`config.mk`:
```
export PLATFORM = sky130hd
export DESIGN_NAME = csr_access_unit
export DESIGN_NICKNAME = d
export VERILOG_FILES = /design/src/rtl/csr_access_unit.sv
export SDC_FILE = /design/constraint.sdc
export NUM_CORES = 1
export LEC_CHECK = 0
export CELL_PAD_IN_SITES_DETAIL_PLACEMENT = 1
export CELL_PAD_IN_SITES_GLOBAL_PLACEMENT = 1
export CORE_ASPECT_RATIO = 2
export CORE_MARGIN = 3
export CORE_UTILIZATION = 41
export CTS_CLUSTER_SIZE = 20
export DETAILED_ROUTE_END_ITERATION = 7
export DONT_BUFFER_PORTS = 1
export PLACE_DENSITY_LB_ADDON = 0.12
export SLEW_MARGIN = 20
export SYNTH_ARGS = -nofsm -noshare
export SYNTH_HDL_FRONTEND = slang
export SYNTH_SLANG_ARGS = --single-unit
```
`constraint.sdc`:
```
create_clock -name CLK -period 2.9 [get_ports CLK]
set_clock_uncertainty 0.2 [all_clocks]
set_input_delay 0.58 -clock CLK [delete_from_list [all_inputs] [get_ports CLK]]
set_output_delay 0.58 -clock CLK [all_outputs]
set_load 0.01 [all_outputs]
```
`src/rtl/csr_access_unit.sv`:
```
// csr_access_unit: executes Zicsr read-modify-write accesses over the CSR bus
module csr_access_unit #(
  parameter int RD_TIMEOUT = 4
) (
  input  logic        CLK,
  input  logic        RST,
  input  logic        INST_VALID,
  output logic        INST_READY,
  input  logic [2:0]  INST_FUNCT3,
  input  logic [11:0] INST_CSR,
  input  logic [4:0]  INST_RS1,
  input  logic [31:0] INST_RS1_DATA,
  input  logic [4:0]  INST_RD,
  input  logic        FLUSH,
  output logic        RDEN,
  output logic [11:0] RADDR,
  input  logic        RVALID,
  input  logic [31:0] RDATA,
  output logic        WREN,
  output logic [11:0] WADDR,
  output logic [31:0] WDATA,
  output logic        RESULT_VALID,
  output logic [4:0]  RESULT_RD,
  output logic [31:0] RESULT_DATA,
  output logic        EXC_ILLEGAL
);
  typedef enum logic [1:0] {IDLE, READ, WRITE, DONE} state_t;
  localparam logic [3:0] TO_LAST = 4'(RD_TIMEOUT - 1);
  state_t st, nx;
  logic [1:0]  op;
  logic [11:0] addr;
  logic [4:0]  rd;
  logic [31:0] opnd, old;
  logic [3:0]  cnt;
  logic        dw, ill;
  logic        accept, dr_in, dw_in, ill_in;
  assign accept = INST_VALID && INST_READY && !FLUSH;
  assign dr_in  = !(INST_FUNCT3[1:0] == 2'b01 && INST_RD == 5'd0);
  assign dw_in  = !(INST_FUNCT3[1] && INST_RS1 == 5'd0);
  assign ill_in = INST_FUNCT3[1:0] == 2'b00 || (dw_in && INST_CSR[11:10] == 2'b11);
  // state register
  always_ff @(posedge CLK or posedge RST)
    if (RST) st <= IDLE;
    else st <= nx;
  // next-state logic; flush abandons any access not yet written
  always_comb begin
    nx = st;
    case (st)
      IDLE:  nx = !accept ? IDLE : ill_in ? DONE : dr_in ? READ : WRITE;
      READ:  nx = FLUSH ? IDLE : RVALID ? (dw ? WRITE : DONE) : (cnt == TO_LAST ? DONE : READ);
      WRITE: nx = FLUSH ? IDLE : DONE;
      DONE:  nx = IDLE;
    endcase
  end
  // instruction latch, read capture and timeout counter
  always_ff @(posedge CLK or posedge RST)
    if (RST) begin
      op   <= '0;
      addr <= '0;
      rd   <= '0;
      opnd <= '0;
      old  <= '0;
      cnt  <= '0;
      dw   <= 1'b0;
      ill  <= 1'b0;
    end else if (accept) begin
      op   <= INST_FUNCT3[1:0];
      addr <= INST_CSR;
      rd   <= INST_RD;
      opnd <= INST_FUNCT3[2] ? {27'd0, INST_RS1} : INST_RS1_DATA;
      old  <= '0;
      cnt  <= '0;
      dw   <= dw_in;
      ill  <= ill_in;
    end else if (st == READ) begin
      if (RVALID) old <= RDATA;
      else begin
        cnt <= cnt + 4'd1;
        if (cnt == TO_LAST) ill <= 1'b1;
      end
    end
  // bus strobes and result; data buses are zero whenever their strobe is low
  always_comb begin
    INST_READY   = st == IDLE && !RST;
    RDEN         = st == READ;
    RADDR        = RDEN ? addr : 12'd0;
    WREN         = st == WRITE;
    WADDR        = WREN ? addr : 12'd0;
    WDATA        = !WREN ? 32'd0 : op == 2'b01 ? opnd : op == 2'b10 ? (old | opnd) : (old & ~opnd);
    RESULT_VALID = st == DONE && !FLUSH;
    RESULT_RD    = RESULT_VALID && !ill ? rd : 5'd0;
    RESULT_DATA  = RESULT_VALID ? old : 32'd0;
    EXC_ILLEGAL  = RESULT_VALID && ill;
  end
endmodule

```
==> impl_metrics.toml, run 1 <==
[status]
run_status = "complete, no violations"

[floorplan]
fp.dieH_um = 161
io_pins = 192
start_util = 0.420
core_area_um2 = 11700
die_width_um = 83.4
rows = 56
dieArea_um2 = 13400

[hold_path]
hp-start = "INST_CSR[10]"
hold_path_depth = 2
hp-class = "in -> reg"

[yosys]
synth_compound_area_frac = 0.119
synth_simple_gate_area_share = 0.320
synth_fp_nets = 685
synthCells = 590
yosysTopAreaCell = "dfrtp_1"
synth_top_cell_area_share = 0.463
synth_edf_count = 0
synth_cell_types = 31
avgSynthCellArea_um2 = 8.33
yosysMostFrequentCell = "nand2_1"
synth_top_family_by_area = "simple AND/OR/NAND/NOR gates"
synth_commonest_cells = "nand2_1 (197), dfrtp_1 (91), and2_1 (63)"
synth_fa_ha_area_frac = 0.00255
ys_seq_elements = 91
synthTopCellsByArea = "dfrtp_1 (46%), nand2_1 (15%), and2_1 (8.0%), nand3b_1 (6.1%), a21oi_1 (5.0%)"
ys_warn_count = 0
syn_area_um2 = 4920
yosysSeqAreaShare = 0.463
async_reset_ff_frac = 1.00
synthXorXnorAreaFrac = 0.0428
synthFlopType = "dfrtp_1"
synthMuxAreaShare = 0.0122

[timing]
hold_ws_ns = 0.156
finalCriticalPeriod_ns = 2.64
max_freq_mhz = 379
setup_viol = 0
hold_viol = 0
rsz0062_at_grt = "false"
slew-limit-headroom = 0.576
finalSetupTns_ns = 0
slew_viol_final = 0
worstMarginPinSlew_ns = 0.635
min_period_over_period = 0.910

[final_layout]
finalNonFillerCells = 745
fill_cells = 1394
nets = 691
register_area_um2 = 2280
syn_to_final_growth_pct = 12.2
multiInputGateArea_um2 = 2450
antenna_cells = 0
layout-drive-gt1-share = 0.0967

[clocking]
clockBufferDepth = 2
cts_root_buffer = "clkbuf_16"
clkLatencyLatePin_ns = 0.33
h-tree-depth = 3
cts_sinks = 91
cts_buffers = 9
cts_setup_buffers = 0
cts_tree = "yes"
cts.clk_slew.worst_paths_ns = 0.06

[grt]
grt_use_met3 = 0.0400
use_met1 = 0.264
track_usage = 0.236
grt_use_met2 = 0.448
first_global_vias = 4497
grt_pass1_wl_um = 25000
grt_max_degree = 58
antenna_found_initial = 0
grt_overflow_total = 0
busiest_layer = "met2"

[setup_path]
cp-end-kind = "primary output"
arrival_ns = 1.86
cp-startpoint = "st[0]"
path_class = "reg -> out"
rr_startpoint = "st[1]"
crit_fanout = 23
start_kind = "flop"
crit_required_ns = 2.12
r2r_cells = 5

[power_and_ir_drop]
total_power_mw = 4.55
p_sw_frac = 0.365
p_per_area_nw_per_um2 = 826
power.leakage_nw = 2.52
combPwrFrac = 0.292
pwr-share-clk = 0.242
peakVddDrop_uv = 350
p_int_mw = 2.89
switching_power_mw = 1.66
seq_power_share = 0.467

[place]
place.port_buffers = 0
place_inst = 729
dpl.hpwl_um = 11600
gp_congestion = 0.836

[routing]
drcViolationCount = 0
viasPerCell = 5.61
firstDrtPassIters = 4
num_vias = 4177
drt_first_iter_violations = 158
drtAntennaViolNets = 0
wirelength_um = 15800
avgRoutedWirePerCell_um = 21.3

[job]
maxCapViolations = 0
-- metal layers --
| metal | up-vias | wire (µm) | part of all wire |
|---|---|---|---|
| li1 | 1951 | - | - |
| met1 | 2055 | 5800 | 0.37 |
| met2 | 149 | 8940 | 0.56 |
| met3 | 22 | 743 | 0.047 |
| met4 | 0 | 340 | 0.021 |
| met5 | - | 0 | 0 |
-- power groups by stage --
stage	registers [mW]	clock network, mW	logic, mW
after floorplan	1.96	0	1.04
after global placement	2.12	0	1.28
after detailed placement	2.14	0	1.35
after CTS	2.12	1.14	1.35
after global routing	2.19	1.19	1.51
final	2.12	1.10	1.33
-- cell usage in the layout (no fill, tap or decap), drive strengths merged --
cell type    instances
nand2              197
dfrtp               91
and2                63
a21oi               49
nand3b              40
buf                 37
o21ai               27
xnor2               21
a221oi              20
clkbuf              13
nor2                 9
mux2i                6
nor3                 4
xor2                 3
nand2b               2
clkinv               2
nor3b                2
and3b                1
nor2b                1
inv                  1
nor4b                1
or4b                 1
nor4                 1
a21o                 1
o22ai                1
a31o                 1
clkinvlp             1
a31oi                1
nand4                1
ha                   1
dlygate4sd3          1
-- state kept, by name (all words and copies together), names as in the netlist --
register / flops
opnd: 32
dw: 1
st: 2
op: 2
rd: 5
cnt: 4
ill: 1
addr: 12
old: 32
-- path summary, 6_finish.rpt --
check                            end  slack [ns]
min                         addr[10]        0.16
max in group asynchronous     cnt[0]        1.20
max                        WDATA[15]        0.26
max reg2reg                  old[28]        0.73
min in group asynchronous    addr[8]        0.61
min reg2reg                    rd[2]        0.27
-- worst max-delay path: stages (launching register included) --
cell and delay (ns):
dfrtp_1 0.41, nand2b_1 0.17, inv_1 0.08, buf_4 0.26, o21ai_0 0.12, a221oi_1 0.28
buf_4 0.19
-- area by class of cell --
class	instances	share of cell area
Clock inverter	2	0.00181
Tap cell	145	0.0329
Clock buffer	13	0.0490
Multi-Input combinational cell	454	0.445
Sequential cell	91	0.413
Timing Repair Buffer	38	0.0567
Inverter	2	0.00204
-- logic make-up (layout without fill, tap and decap cells) --
kind of cell	Yosys count	after routing
buffers and inverters	45	55
AOI/OAI and AO/OA	100	100
DFF	91	91
xor gates and xnor gates	24	24
muxes	6	6
adders and majority gates	1	1
and+or+nand+nor	323	323
-- stage by stage --
step	utilization	cell area, µm²	setup slack (ns)
4_1_cts	0.471	5510	0.0392
6_report	0.471	5520	0.261
3_3_place_gp	0.446	5220	0.532
2_1_floorplan	-	4920	0.806
5_1_grt	0.471	5520	0.109
3_5_place_dp	0.446	5220	0.419
-- what timing repair did --
item                                    CTS  global route
endpoints found under the hold margin     3             0
hold buffers                              1             0
endpoints found under the setup margin    0            17
gates resized for setup                   0             1
Power figures use the tool's default switching activity.
==> inputs of run 2 (changes only) <==
--- a/config.mk
+++ b/config.mk
@@ -5,6 +5,7 @@
 export SDC_FILE = /design/constraint.sdc
 export NUM_CORES = 1
 export LEC_CHECK = 0
+export CAP_MARGIN = 10
 export CELL_PAD_IN_SITES_DETAIL_PLACEMENT = 1
 export CELL_PAD_IN_SITES_GLOBAL_PLACEMENT = 1
 export CORE_ASPECT_RATIO = 2
@@ -14,6 +15,7 @@
 export DETAILED_ROUTE_END_ITERATION = 7
 export DONT_BUFFER_PORTS = 1
 export PLACE_DENSITY_LB_ADDON = 0.12
+export REMOVE_ABC_BUFFERS = 1
 export SLEW_MARGIN = 20
 export SYNTH_ARGS = -nofsm -noshare
 export SYNTH_HDL_FRONTEND = slang
==> run 2 against run 1 <==
Worst setup slack worse by 0.083 ns. Clock-buffer cell count down 1. Combinational power up 5%. Flip-flop and latch count unchanged. Total power up 2.3%. Sequential power about the same. Register-to-register slack about the same. Critical path type unchanged. Largest cell class unchanged. Largest power group unchanged. Highest routed layer unchanged.
==> impl_metrics.toml, run 2 (synthesized netlist as in run 1, its figures left out) <==
[status]
run_status = "complete, no violations"

[clocking]
clkLatencyLatePin_ns = 0.33
cts_sinks = 91
cts_tree = "yes"
cts_root_buffer = "clkbuf_16"
cts.clk_slew.worst_paths_ns = 0.07
cts_buffers = 9
h-tree-depth = 3
clockBufferDepth = 2

[final_layout]
final_cell_mix = "nand2_1 (197), dfrtp_1 (90), and2_1 (63), a21oi_1 (49), nand3b_1 (40)"
antenna_cells = 0
fill_cells = 1406
design_area_um2 = 5560
largestRegisters = "old: 32 flops, opnd: 32 flops, addr: 12 flops"
nets = 695
final_common_cell = "nand2_1"
layout-drive-gt1-share = 0.106
syn_to_final_growth_pct = 13.1

[place]
gp_congestion = 0.847
place.port_buffers = 0
pre_cts_ws_ns = 0.255
dpl_cell_area_um2 = 5230
dpl.hpwl_um = 11700

[setup_path]
crit_required_ns = 2.12
r2r_cells = 5
cpPeakStageDelay_ns = 0.60
r2r-end = "opnd[20]"
cp_slowest_cell = "dfrtp_1"
path_class = "reg -> out"
arrival_ns = 1.94
path_common_cell = "buf_4"
cp-end-kind = "primary output"
cp_cell_sequence = "buf_4, xor2_1, buf_4, nand2_1, a21oi_1, buf_4"
r2r_setup_slack_ns = 0.74
start_kind = "flop"
crit_fanout = 12
rr_startpoint = "st[1]"

[power_and_ir_drop]
pwr-share-clk = 0.247
combPwrFrac = 0.298
p_sw_frac = 0.369
p_per_area_nw_per_um2 = 838
peakVddDrop_uv = 411
power.leakage_nw = 2.53
p_int_mw = 2.94
switching_power_mw = 1.72
total_power_mw = 4.66
seq_power_share = 0.455

[timing]
slew-limit-headroom = 0.485
setup_ws_ns = 0.177
rsz0062_at_grt = "false"
min_period_over_period = 0.939
slew_viol_final = 0
max_freq_mhz = 367
hold_viol = 0
worstMarginPinSlew_ns = 0.761
finalCriticalPeriod_ns = 2.72
setup_viol = 0

[routing]
drcViolationCount = 0
viasPerCell = 5.71
avgRoutedWirePerCell_um = 22.0
firstDrtPassIters = 4
drt_first_iter_violations = 198
num_vias = 4285
drtAntennaViolNets = 0
wirelength_um = 16500

[floorplan]
core_area_um2 = 11700
io_pins = 192
rows = 56
fp.dieH_um = 161
die_width_um = 83.4
start_util = 0.420
dieArea_um2 = 13400

[job]
maxCapViolations = 0

[grt]
antenna_found_initial = 0
track_usage = 0.246
grt_use_met3 = 0.0406
grt_use_met2 = 0.477
grt_pass1_wl_um = 26000
use_met1 = 0.256
first_global_vias = 4812
busiest_layer = "met2"
grt_max_degree = 57
grt_overflow_total = 0

[hold_path]
hold_end = "rd[2]"
hp-class = "in -> reg"
hold_path_depth = 2
hp-start = "INST_RD[2]"
[run 2: worst max-delay path by stage]
stage | slack, ns | from | end
2_1_floorplan | -0.24 | RST | addr[0]
3_3_place_gp | 0.37 | op[0] | WDATA[9]
3_5_place_dp | 0.25 | op[0] | WDATA[31]
4_1_cts | 0.03 | op[0] | WDATA[20]
5_1_grt | 0.05 | op[0] | WDATA[29]
6_report | 0.18 | op[0] | WDATA[29]
[run 2: what timing repair did]
item,4_1_cts,5_1_grt
endpoints found under the setup margin,20,16
hold endpoints to repair,35,0
hold buffers,1,0
gates resized for setup,2,2
buffers inserted,0,2
pin swaps,0,0
[run 2: through the flow]
step           setup TNS, ns   util  hold slack (ns)  std cells
2_1_floorplan         -22.59      -            0.237        547
3_3_place_gp               0  0.447            0.252        731
3_5_place_dp               0  0.447            0.254        731
4_1_cts                    0  0.473            0.141        748
5_1_grt                    0  0.475            0.151        750
6_report                   0  0.475            0.151        750
[run 2: critical path: cells and delay by family, from the launching register on]
kind                   cells  cell delay [ns]
buffers and inverters      3             0.62
XOR/XNOR                   1             0.16
flip-flops                 1             0.60
AO/OA/AOI/OAI              1             0.15
AND/OR/NAND/NOR            1             0.08
[run 2: cell type report]
| type | instances | area [µm²] | share of cell area |
|---|---|---|---|
| multi-input combinational | 454 | 2450 | 0.442 |
| tap | 145 | 181 | 0.0326 |
| timing repair buffer | 42 | 343 | 0.0617 |
| inverter | 2 | 13.8 | 0.00248 |
| sequential | 91 | 2280 | 0.410 |
| clock buffer | 12 | 236 | 0.0425 |
| clock inverter | 4 | 51.3 | 0.00923 |
[run 2: routing by layer]
metal  vias to the layer above  part of all wire
met5                         -                 0
met4                         0             0.031
met3                        34             0.039
met2                       137              0.57
met1                      2147              0.36
li1                       1967                 -
[run 2: power groups by stage]
| stage | clock (mW) | combinational, mW | sequential, mW |
|---|---|---|---|
| floorplan | 0 | 0.905 | 2.03 |
| global placement | 0 | 1.31 | 2.09 |
| detailed placement | 0 | 1.38 | 2.13 |
| CTS | 1.18 | 1.40 | 2.12 |
| global route | 1.23 | 1.57 | 2.19 |
| finish | 1.15 | 1.39 | 2.12 |
==> inputs of run 3 (changes only) <==
--- a/config.mk
+++ b/config.mk
@@ -20,3 +20,4 @@
 export SYNTH_ARGS = -nofsm -noshare
 export SYNTH_HDL_FRONTEND = slang
 export SYNTH_SLANG_ARGS = --single-unit
+export TNS_END_PERCENT = 5
==> results of run 3 <==
The final DEF is identical to that of run 2; final timing and power are the same.
